==> config.mk <==
export PLATFORM = sky130hd
export DESIGN_NAME = hazard_stall_ctrl_flat
export DESIGN_NICKNAME = d
export VERILOG_FILES = /design/src/rtl/hazard_stall_ctrl_if.sv /design/src/rtl/hazard_stall_ctrl.sv /design/src/flat_wrapper.sv
export SDC_FILE = /design/constraint.sdc
export NUM_CORES = 1
export LEC_CHECK = 0
export ABC_AREA = 0
export ABC_CLOCK_PERIOD_IN_PS = 2000
export CORE_MARGIN = 2
export CORE_UTILIZATION = 30
export DETAILED_ROUTE_END_ITERATION = 7
export SETUP_SLACK_MARGIN = 0.1
export SLEW_MARGIN = 10
export SYNTH_ARGS = -nofsm -noshare
export SYNTH_HDL_FRONTEND = slang
export SYNTH_SLANG_ARGS = --single-unit
==> constraint.sdc <==
create_clock -name clk_HZ -period 2 [get_ports clk_HZ]
set_input_delay 0.4 -clock clk_HZ [delete_from_list [all_inputs] [get_ports clk_HZ]]
set_output_delay 0.4 -clock clk_HZ [all_outputs]
set_load 0.02 [all_outputs]
==> src/rtl/hazard_stall_ctrl_if.sv <==
// ID-stage decode, hazard-control and pipeline-enable signals between the
// decode stage and the stall controller.
interface hazard_stall_if #(
    parameter int CNT_W = 16
);
    logic             valid_ID;
    logic [4:0]       rs1_addr_ID;
    logic             rs1_used_ID;
    logic [4:0]       rs2_addr_ID;
    logic             rs2_used_ID;
    logic [4:0]       rd_addr_ID;
    logic             RegWrite_ID;
    logic             redirect_EX;
    logic             mem_busy;
    logic             PC_en;
    logic             en_IFID;
    logic             NOP_IFID;
    logic             en_IDEX;
    logic             NOP_IDEX;
    logic             data_stall;
    logic [CNT_W-1:0] stall_cnt;
    logic [CNT_W-1:0] flush_cnt;

    // Controller side: consumes decode info, drives the pipeline enables.
    modport master (
        input  valid_ID, rs1_addr_ID, rs1_used_ID, rs2_addr_ID, rs2_used_ID,
               rd_addr_ID, RegWrite_ID, redirect_EX, mem_busy,
        output PC_en, en_IFID, NOP_IFID, en_IDEX, NOP_IDEX, data_stall,
               stall_cnt, flush_cnt
    );

    modport slave (
        output valid_ID, rs1_addr_ID, rs1_used_ID, rs2_addr_ID, rs2_used_ID,
               rd_addr_ID, RegWrite_ID, redirect_EX, mem_busy,
        input  PC_en, en_IFID, NOP_IFID, en_IDEX, NOP_IDEX, data_stall,
               stall_cnt, flush_cnt
    );
endinterface

==> src/rtl/hazard_stall_ctrl.sv <==
// Stall/flush controller for a forwarding-less 5-stage pipeline: tracks
// in-flight destination registers and stalls ID on RAW hazards.
module hazard_stall_ctrl #(
    parameter int CNT_W     = 16,
    parameter bit WB_BYPASS = 1'b0
) (
    input  logic           clk_HZ,
    input  logic           rst_n_HZ,
    hazard_stall_if.master hs
);
    typedef struct packed {
        logic       wr;
        logic [4:0] rd;
    } slot_t;

    typedef enum logic [1:0] {
        MODE_ISSUE,
        MODE_STALL,
        MODE_FLUSH,
        MODE_FREEZE
    } mode_e;

    localparam slot_t BUBBLE = '{wr: 1'b0, rd: 5'd0};

    slot_t            sb_ex_q, sb_ex_d;
    slot_t            sb_mem_q, sb_mem_d;
    slot_t            sb_wb_q, sb_wb_d;
    logic [CNT_W-1:0] stall_cnt_q, stall_cnt_d;
    logic [CNT_W-1:0] flush_cnt_q, flush_cnt_d;
    mode_e            mode;
    logic             hz;

    function automatic logic [CNT_W-1:0] sat_inc(input logic [CNT_W-1:0] v);
        return (&v) ? v : v + {{(CNT_W-1){1'b0}}, 1'b1};
    endfunction

    // WB slot is ignored when the register file writes before it reads.
    function automatic logic in_flight(input logic [4:0] r, input slot_t ex,
                                       input slot_t mem, input slot_t wb);
        logic hit;
        hit = (ex.wr && ex.rd == r) || (mem.wr && mem.rd == r);
        if (!WB_BYPASS) hit = hit || (wb.wr && wb.rd == r);
        return hit;
    endfunction

    always_comb begin
        hz = hs.valid_ID &&
             ((hs.rs1_used_ID && hs.rs1_addr_ID != 5'd0 &&
               in_flight(hs.rs1_addr_ID, sb_ex_q, sb_mem_q, sb_wb_q)) ||
              (hs.rs2_used_ID && hs.rs2_addr_ID != 5'd0 &&
               in_flight(hs.rs2_addr_ID, sb_ex_q, sb_mem_q, sb_wb_q)));
        if (hs.mem_busy)         mode = MODE_FREEZE;
        else if (hs.redirect_EX) mode = MODE_FLUSH;
        else if (hz)             mode = MODE_STALL;
        else                     mode = MODE_ISSUE;
    end

    always_comb begin
        hs.PC_en      = 1'b1;
        hs.en_IFID    = 1'b1;
        hs.NOP_IFID   = 1'b0;
        hs.en_IDEX    = 1'b1;
        hs.NOP_IDEX   = 1'b0;
        hs.data_stall = 1'b0;
        case (mode)
            MODE_FREEZE: begin
                hs.PC_en   = 1'b0;
                hs.en_IFID = 1'b0;
                hs.en_IDEX = 1'b0;
            end
            MODE_FLUSH: begin
                hs.NOP_IFID = 1'b1;
                hs.NOP_IDEX = 1'b1;
            end
            MODE_STALL: begin
                hs.PC_en      = 1'b0;
                hs.en_IFID    = 1'b0;
                hs.NOP_IDEX   = 1'b1;
                hs.data_stall = 1'b1;
            end
            default: ;
        endcase
        // Reset presents a flushed, non-advancing pipeline.
        if (!rst_n_HZ) begin
            hs.PC_en      = 1'b0;
            hs.en_IFID    = 1'b1;
            hs.NOP_IFID   = 1'b1;
            hs.en_IDEX    = 1'b1;
            hs.NOP_IDEX   = 1'b1;
            hs.data_stall = 1'b0;
        end
    end

    always_comb begin
        sb_ex_d     = sb_ex_q;
        sb_mem_d    = sb_mem_q;
        sb_wb_d     = sb_wb_q;
        stall_cnt_d = stall_cnt_q;
        flush_cnt_d = flush_cnt_q;
        if (mode != MODE_FREEZE) begin
            sb_mem_d = sb_ex_q;
            sb_wb_d  = sb_mem_q;
            sb_ex_d  = BUBBLE;
            case (mode)
                MODE_FLUSH: flush_cnt_d = sat_inc(flush_cnt_q);
                MODE_STALL: stall_cnt_d = sat_inc(stall_cnt_q);
                default: begin
                    sb_ex_d.wr = hs.valid_ID && hs.RegWrite_ID && (hs.rd_addr_ID != 5'd0);
                    sb_ex_d.rd = hs.rd_addr_ID;
                end
            endcase
        end
    end

    always_ff @(posedge clk_HZ) begin
        if (!rst_n_HZ) begin
            sb_ex_q     <= BUBBLE;
            sb_mem_q    <= BUBBLE;
            sb_wb_q     <= BUBBLE;
            stall_cnt_q <= '0;
            flush_cnt_q <= '0;
        end else begin
            sb_ex_q     <= sb_ex_d;
            sb_mem_q    <= sb_mem_d;
            sb_wb_q     <= sb_wb_d;
            stall_cnt_q <= stall_cnt_d;
            flush_cnt_q <= flush_cnt_d;
        end
    end

    assign hs.stall_cnt = stall_cnt_q;
    assign hs.flush_cnt = flush_cnt_q;
endmodule
==> src/flat_wrapper.sv <==
// flat-port wrapper written by rule: the top's interface ports become plain ports
module hazard_stall_ctrl_flat 
#(
    parameter int CNT_W     = 16,
    parameter bit WB_BYPASS = 1'b0
)
  (clk_HZ, rst_n_HZ, hs_valid_ID, hs_rs1_addr_ID, hs_rs1_used_ID, hs_rs2_addr_ID, hs_rs2_used_ID, hs_rd_addr_ID, hs_RegWrite_ID, hs_redirect_EX, hs_mem_busy, hs_PC_en, hs_en_IFID, hs_NOP_IFID, hs_en_IDEX, hs_NOP_IDEX, hs_data_stall, hs_stall_cnt, hs_flush_cnt);
  hazard_stall_if #(.CNT_W(CNT_W)) hs_i ();
  input  logic clk_HZ;
  input  logic rst_n_HZ;
  input wire logic [$bits(hs_i.valid_ID)-1:0] hs_valid_ID;
  input wire logic [$bits(hs_i.rs1_addr_ID)-1:0] hs_rs1_addr_ID;
  input wire logic [$bits(hs_i.rs1_used_ID)-1:0] hs_rs1_used_ID;
  input wire logic [$bits(hs_i.rs2_addr_ID)-1:0] hs_rs2_addr_ID;
  input wire logic [$bits(hs_i.rs2_used_ID)-1:0] hs_rs2_used_ID;
  input wire logic [$bits(hs_i.rd_addr_ID)-1:0] hs_rd_addr_ID;
  input wire logic [$bits(hs_i.RegWrite_ID)-1:0] hs_RegWrite_ID;
  input wire logic [$bits(hs_i.redirect_EX)-1:0] hs_redirect_EX;
  input wire logic [$bits(hs_i.mem_busy)-1:0] hs_mem_busy;
  output wire logic [$bits(hs_i.PC_en)-1:0] hs_PC_en;
  output wire logic [$bits(hs_i.en_IFID)-1:0] hs_en_IFID;
  output wire logic [$bits(hs_i.NOP_IFID)-1:0] hs_NOP_IFID;
  output wire logic [$bits(hs_i.en_IDEX)-1:0] hs_en_IDEX;
  output wire logic [$bits(hs_i.NOP_IDEX)-1:0] hs_NOP_IDEX;
  output wire logic [$bits(hs_i.data_stall)-1:0] hs_data_stall;
  output wire logic [$bits(hs_i.stall_cnt)-1:0] hs_stall_cnt;
  output wire logic [$bits(hs_i.flush_cnt)-1:0] hs_flush_cnt;
  assign hs_i.valid_ID = hs_valid_ID;
  assign hs_i.rs1_addr_ID = hs_rs1_addr_ID;
  assign hs_i.rs1_used_ID = hs_rs1_used_ID;
  assign hs_i.rs2_addr_ID = hs_rs2_addr_ID;
  assign hs_i.rs2_used_ID = hs_rs2_used_ID;
  assign hs_i.rd_addr_ID = hs_rd_addr_ID;
  assign hs_i.RegWrite_ID = hs_RegWrite_ID;
  assign hs_i.redirect_EX = hs_redirect_EX;
  assign hs_i.mem_busy = hs_mem_busy;
  assign hs_PC_en = hs_i.PC_en;
  assign hs_en_IFID = hs_i.en_IFID;
  assign hs_NOP_IFID = hs_i.NOP_IFID;
  assign hs_en_IDEX = hs_i.en_IDEX;
  assign hs_NOP_IDEX = hs_i.NOP_IDEX;
  assign hs_data_stall = hs_i.data_stall;
  assign hs_stall_cnt = hs_i.stall_cnt;
  assign hs_flush_cnt = hs_i.flush_cnt;
  hazard_stall_ctrl #(.CNT_W(CNT_W), .WB_BYPASS(WB_BYPASS)) u_core (.clk_HZ(clk_HZ), .rst_n_HZ(rst_n_HZ), .hs(hs_i));
endmodule
==> flow_summary.yaml <==
status:
  run_status: "finished with violations"
  failing_checks: "negative setup slack"
die:
  num_io_pins: 61
  coreArea_um2: 8590
  die_width_um: 97.3
  die_height_um: 97.3
  total_number_of_placement_rows: 34
  dieArea_um2: 9460
  start_util: 0.304
synthesis:
  ys_top_cells_by_count: "dfxtp_1, xor2_1, nor2_1, nand3_1, nand2_1"
  synth_edf_count: 0
  synthesis.area_um2: 2610
  postSynthCellCount: 297
  postSynthRegisterBits: 50
  postSynthAreaPerCell_um2: 8.78
  yosys.area.top_type: "dfxtp_1"
  synth_flop_cell: "dfxtp_1"
  post-synth-top-count-cell: "dfxtp_1"
  yosysTopAreaCellShare: 0.384
  yosysUniqueCellTypes: 39
  netlist_top_cells_area: "dfxtp_1, xor2_1, mux2i_1, nor2_1, or4_1"
  seq_area_frac_synth: 0.384
  ys_async_sr_fraction: 0
  ys.warnings.count: 0
  synth_fp_nets: 322
routing:
  route.detailed.drc: 0
  drtAntennaViolNets: 0
  dr_total_vias: 2631
  wl_per_cell_um: 14.5
  initialDrtViolationCount: 87
  detail_route.vias_per_cell: 5.06
  drt_pass1_iterations: 4
  route.final.wire_length_um: 7550
worst_setup_path:
  cell_family_with_most_cp_delay: "simple AND/OR/NAND/NOR gates"
  r2r.worst_path.cells: 11
  reg2reg_setup_slack_ns: -0.31
  cpMaxStageDelayCell: "dfxtp_4"
  timing.critical_path.buf_inv: 2
  r2r_start: "u_core.sb_mem_q[0]$_SDFFE_PN0P_"
  worstPathRequired_ns: 1.60
  cp_cell_sequence: "buf_4, xor2_1, nor4_2, nand3_1, a31oi_4, o21a_2, nand2b_4, nor2_4, buf_6"
  timing.critical_path.arrival_ns: 2.05
  crit_fanout: 4
  setup.worst_path.start_class: "flip-flop"
  worst_path_largest_cell_delay_ns: 0.36
  reg_to_reg_end: "u_core.hs.stall_cnt[15]$_SDFFE_PN0P_"
  critPathCaptureType: "primary output"
  critical_path_class: "reg -> out"
pwr:
  p_sw_w: 0.000507
  power_density_nw_per_um2: 462
  p_leak_nw: 1.65
  power.internal_w: 0.00143
  vdd_drop_max_v: 0.000305
  p_sw_frac: 0.262
  sequentialPowerShare: 0.527
  clock_power_share: 0.332
  comb_power_share: 0.141
grt:
  antenna_found_initial: 0
  grt_pass1_vias: 2604
  global_route.usage.total: 0.155
  grt.overflow.total: 0
  grt_max_degree: 29
  grt_pass1_wl_um: 12400
run:
  max_cap_viol_count: 0
finish:
  final_design_area_no_fill_um2: 4190
  layout.filler_cells: 819
  areaGrowthSynthToFinish_pct: 60.4
  antennaDiodeCount: 0
  count_of_non_filler_cells_in_the_finished_layout: 520
  final_layout_size_suffix_gt1_frac: 0.369
  design.final.nets: 436
sta:
  final.setup_skew_ns: 0.00466
  hold_violations: 0
  rsz0062_at_grt: "yes"
  timing.max_slew.rel_slack: 0.812
  post-route-period-util: 1.22
  achievable-frequency_ghz: 0.409
  total_count_of_max_transition_violations_in_the_final_report: 0
  final.setup.tns_ns: -5.43
  final_report_setup_violation_count: 20
  worst_pin_slew_ns: 0.280
  fin_worst_setup_slack_ns: -0.446
  final.min_clock_period_ns: 2.45
placement:
  place.detailed.hpwl_um: 5430
  gp_congestion: 0.902
  post-place-ws_ns: -1.29
  place_area_um2: 3760
  buffer_ports.inserted: 60
  dp_cells: 502
clock_tree:
  cts_buffer_depth: 2
  path_clk_slew_ns: 0.09
  clk_root_buffer_cell: "clkbuf_8"
  cts.sink_count: 50
  tritoncts_buffer_count: 5
  clk_latency_ns: 0.30
  cts_tree: "built"
  cts.htree.levels: 2
worst_hold_path:
  whs_path_depth: 2
  timing.hold.worst_endpoint: "u_core.hs.stall_cnt[10]$_SDFFE_PN0P_"
  hold_path_class: "reg -> reg"
  timing.hold.worst.start: "u_core.hs.stall_cnt[10]$_SDFFE_PN0P_"
-- layer usage --
metal  part of all wire  GRT usage
met5                  0          0
met3              0.050     0.0388
met2               0.48      0.264
met4             0.0054     0.0256
met1               0.46      0.202
-- cell families after synthesis --
logic type               Yosys count  synth area share
flip-flops                        50             0.384
adder cells (fa/ha/maj)            2           0.00959
XOR/XNOR                          45             0.151
AO/OA/AOI/OAI                     43             0.113
AND/OR/NAND/NOR                  122             0.249
buffers and inverters             20            0.0355
multiplexers                      15            0.0576
-- cell usage in the layout (no fill, tap or decap), drive strengths merged, types with 6 or more instances in the layout --
cell type / count
or4: 14
xor2: 35
nor2: 31
mux2i: 15
o21ai: 6
and3: 6
a21oi: 12
clkdlybuf4s50: 42
xnor2: 10
nand3: 19
nand4: 7
nor4: 9
inv: 6
nand2: 17
buf: 71
clkbuf: 7
dfxtp: 50
o31ai: 11
-- what timing repair did --
item / in CTS / in global routing
hold buffers: 0 / 0
endpoints found under the setup margin: 29 / 36
buffers inserted: 6 / 6
resized for setup: 83 / 43
gates cloned: 0 / 1
pin swaps: 18 / 10
-- worst register-to-register path, cell delays in order, from the launching register on --
cell       delay [ns]
dfxtp_4          0.36
xor2_1           0.15
nor4_1           0.30
nand3_1          0.14
a31oi_2          0.23
buf_4            0.15
o21ai_4          0.09
buf_6            0.14
clkbuf_16        0.15
buf_6            0.12
o31ai_1          0.28
a21oi_2          0.08
-- final cells by class --
cell class	count	area (µm²)	share of cell area
clock inverters	2	16.3	0.00389
clock buffers	6	82.6	0.0197
well taps	108	135	0.0323
multi-input cells	227	1800	0.429
repair buffers	122	1100	0.263
flip-flops and latches	50	1040	0.248
inverters	5	18.8	0.00448
-- flip-flops by register name (all words and copies together), names as in the netlist --
signal,flops
u_core.sb_wb_q,6
u_core.sb_mem_q,6
u_core.sb_ex_q,6
u_core.hs.flush_cnt,16
u_core.hs.stall_cnt,16
-- through the flow --
step | utilization | total power [W] | hold slack, ns
5_1_grt | 0.487 | 0.00202 | 0.536
3_3_place_gp | 0.438 | 0.00130 | 0.472
4_1_cts | 0.461 | 0.00195 | 0.498
6_report | 0.487 | 0.00193 | 0.505
3_5_place_dp | 0.438 | 0.00130 | 0.482
2_1_floorplan | - | 0.00116 | 0.486
-- worst max-delay path by stage --
stage	from	end	slack [ns]	cells past startpoint
after floorplan	hs_rs1_addr_ID[0]	hs_PC_en	-0.09	7
after global placement	hs_rs1_addr_ID[3]	hs_data_stall	-1.24	9
after detailed placement	hs_rs1_addr_ID[2]	hs_data_stall	-1.29	9
after CTS	u_core.sb_ex_q[0]$_SDFFE_PN0P_	hs_data_stall	-0.42	8
after global routing	u_core.sb_mem_q[0]$_SDFFE_PN0P_	hs_data_stall	-0.55	9
final	u_core.sb_mem_q[0]$_SDFFE_PN0P_	hs_data_stall	-0.45	9
-- power groups by stage --
stage / Combinational [W] / Clock, W / Sequential, W
5_1_grt: 0.000295 / 0.000702 / 0.00102
3_5_place_dp: 0.000261 / 0 / 0.00104
3_3_place_gp: 0.000258 / 0 / 0.00104
6_report: 0.000273 / 0.000642 / 0.00102
4_1_cts: 0.000265 / 0.000665 / 0.00102
2_1_floorplan: 0.000114 / 0 / 0.00104
Note: power is estimated with default switching activity, not from simulation.
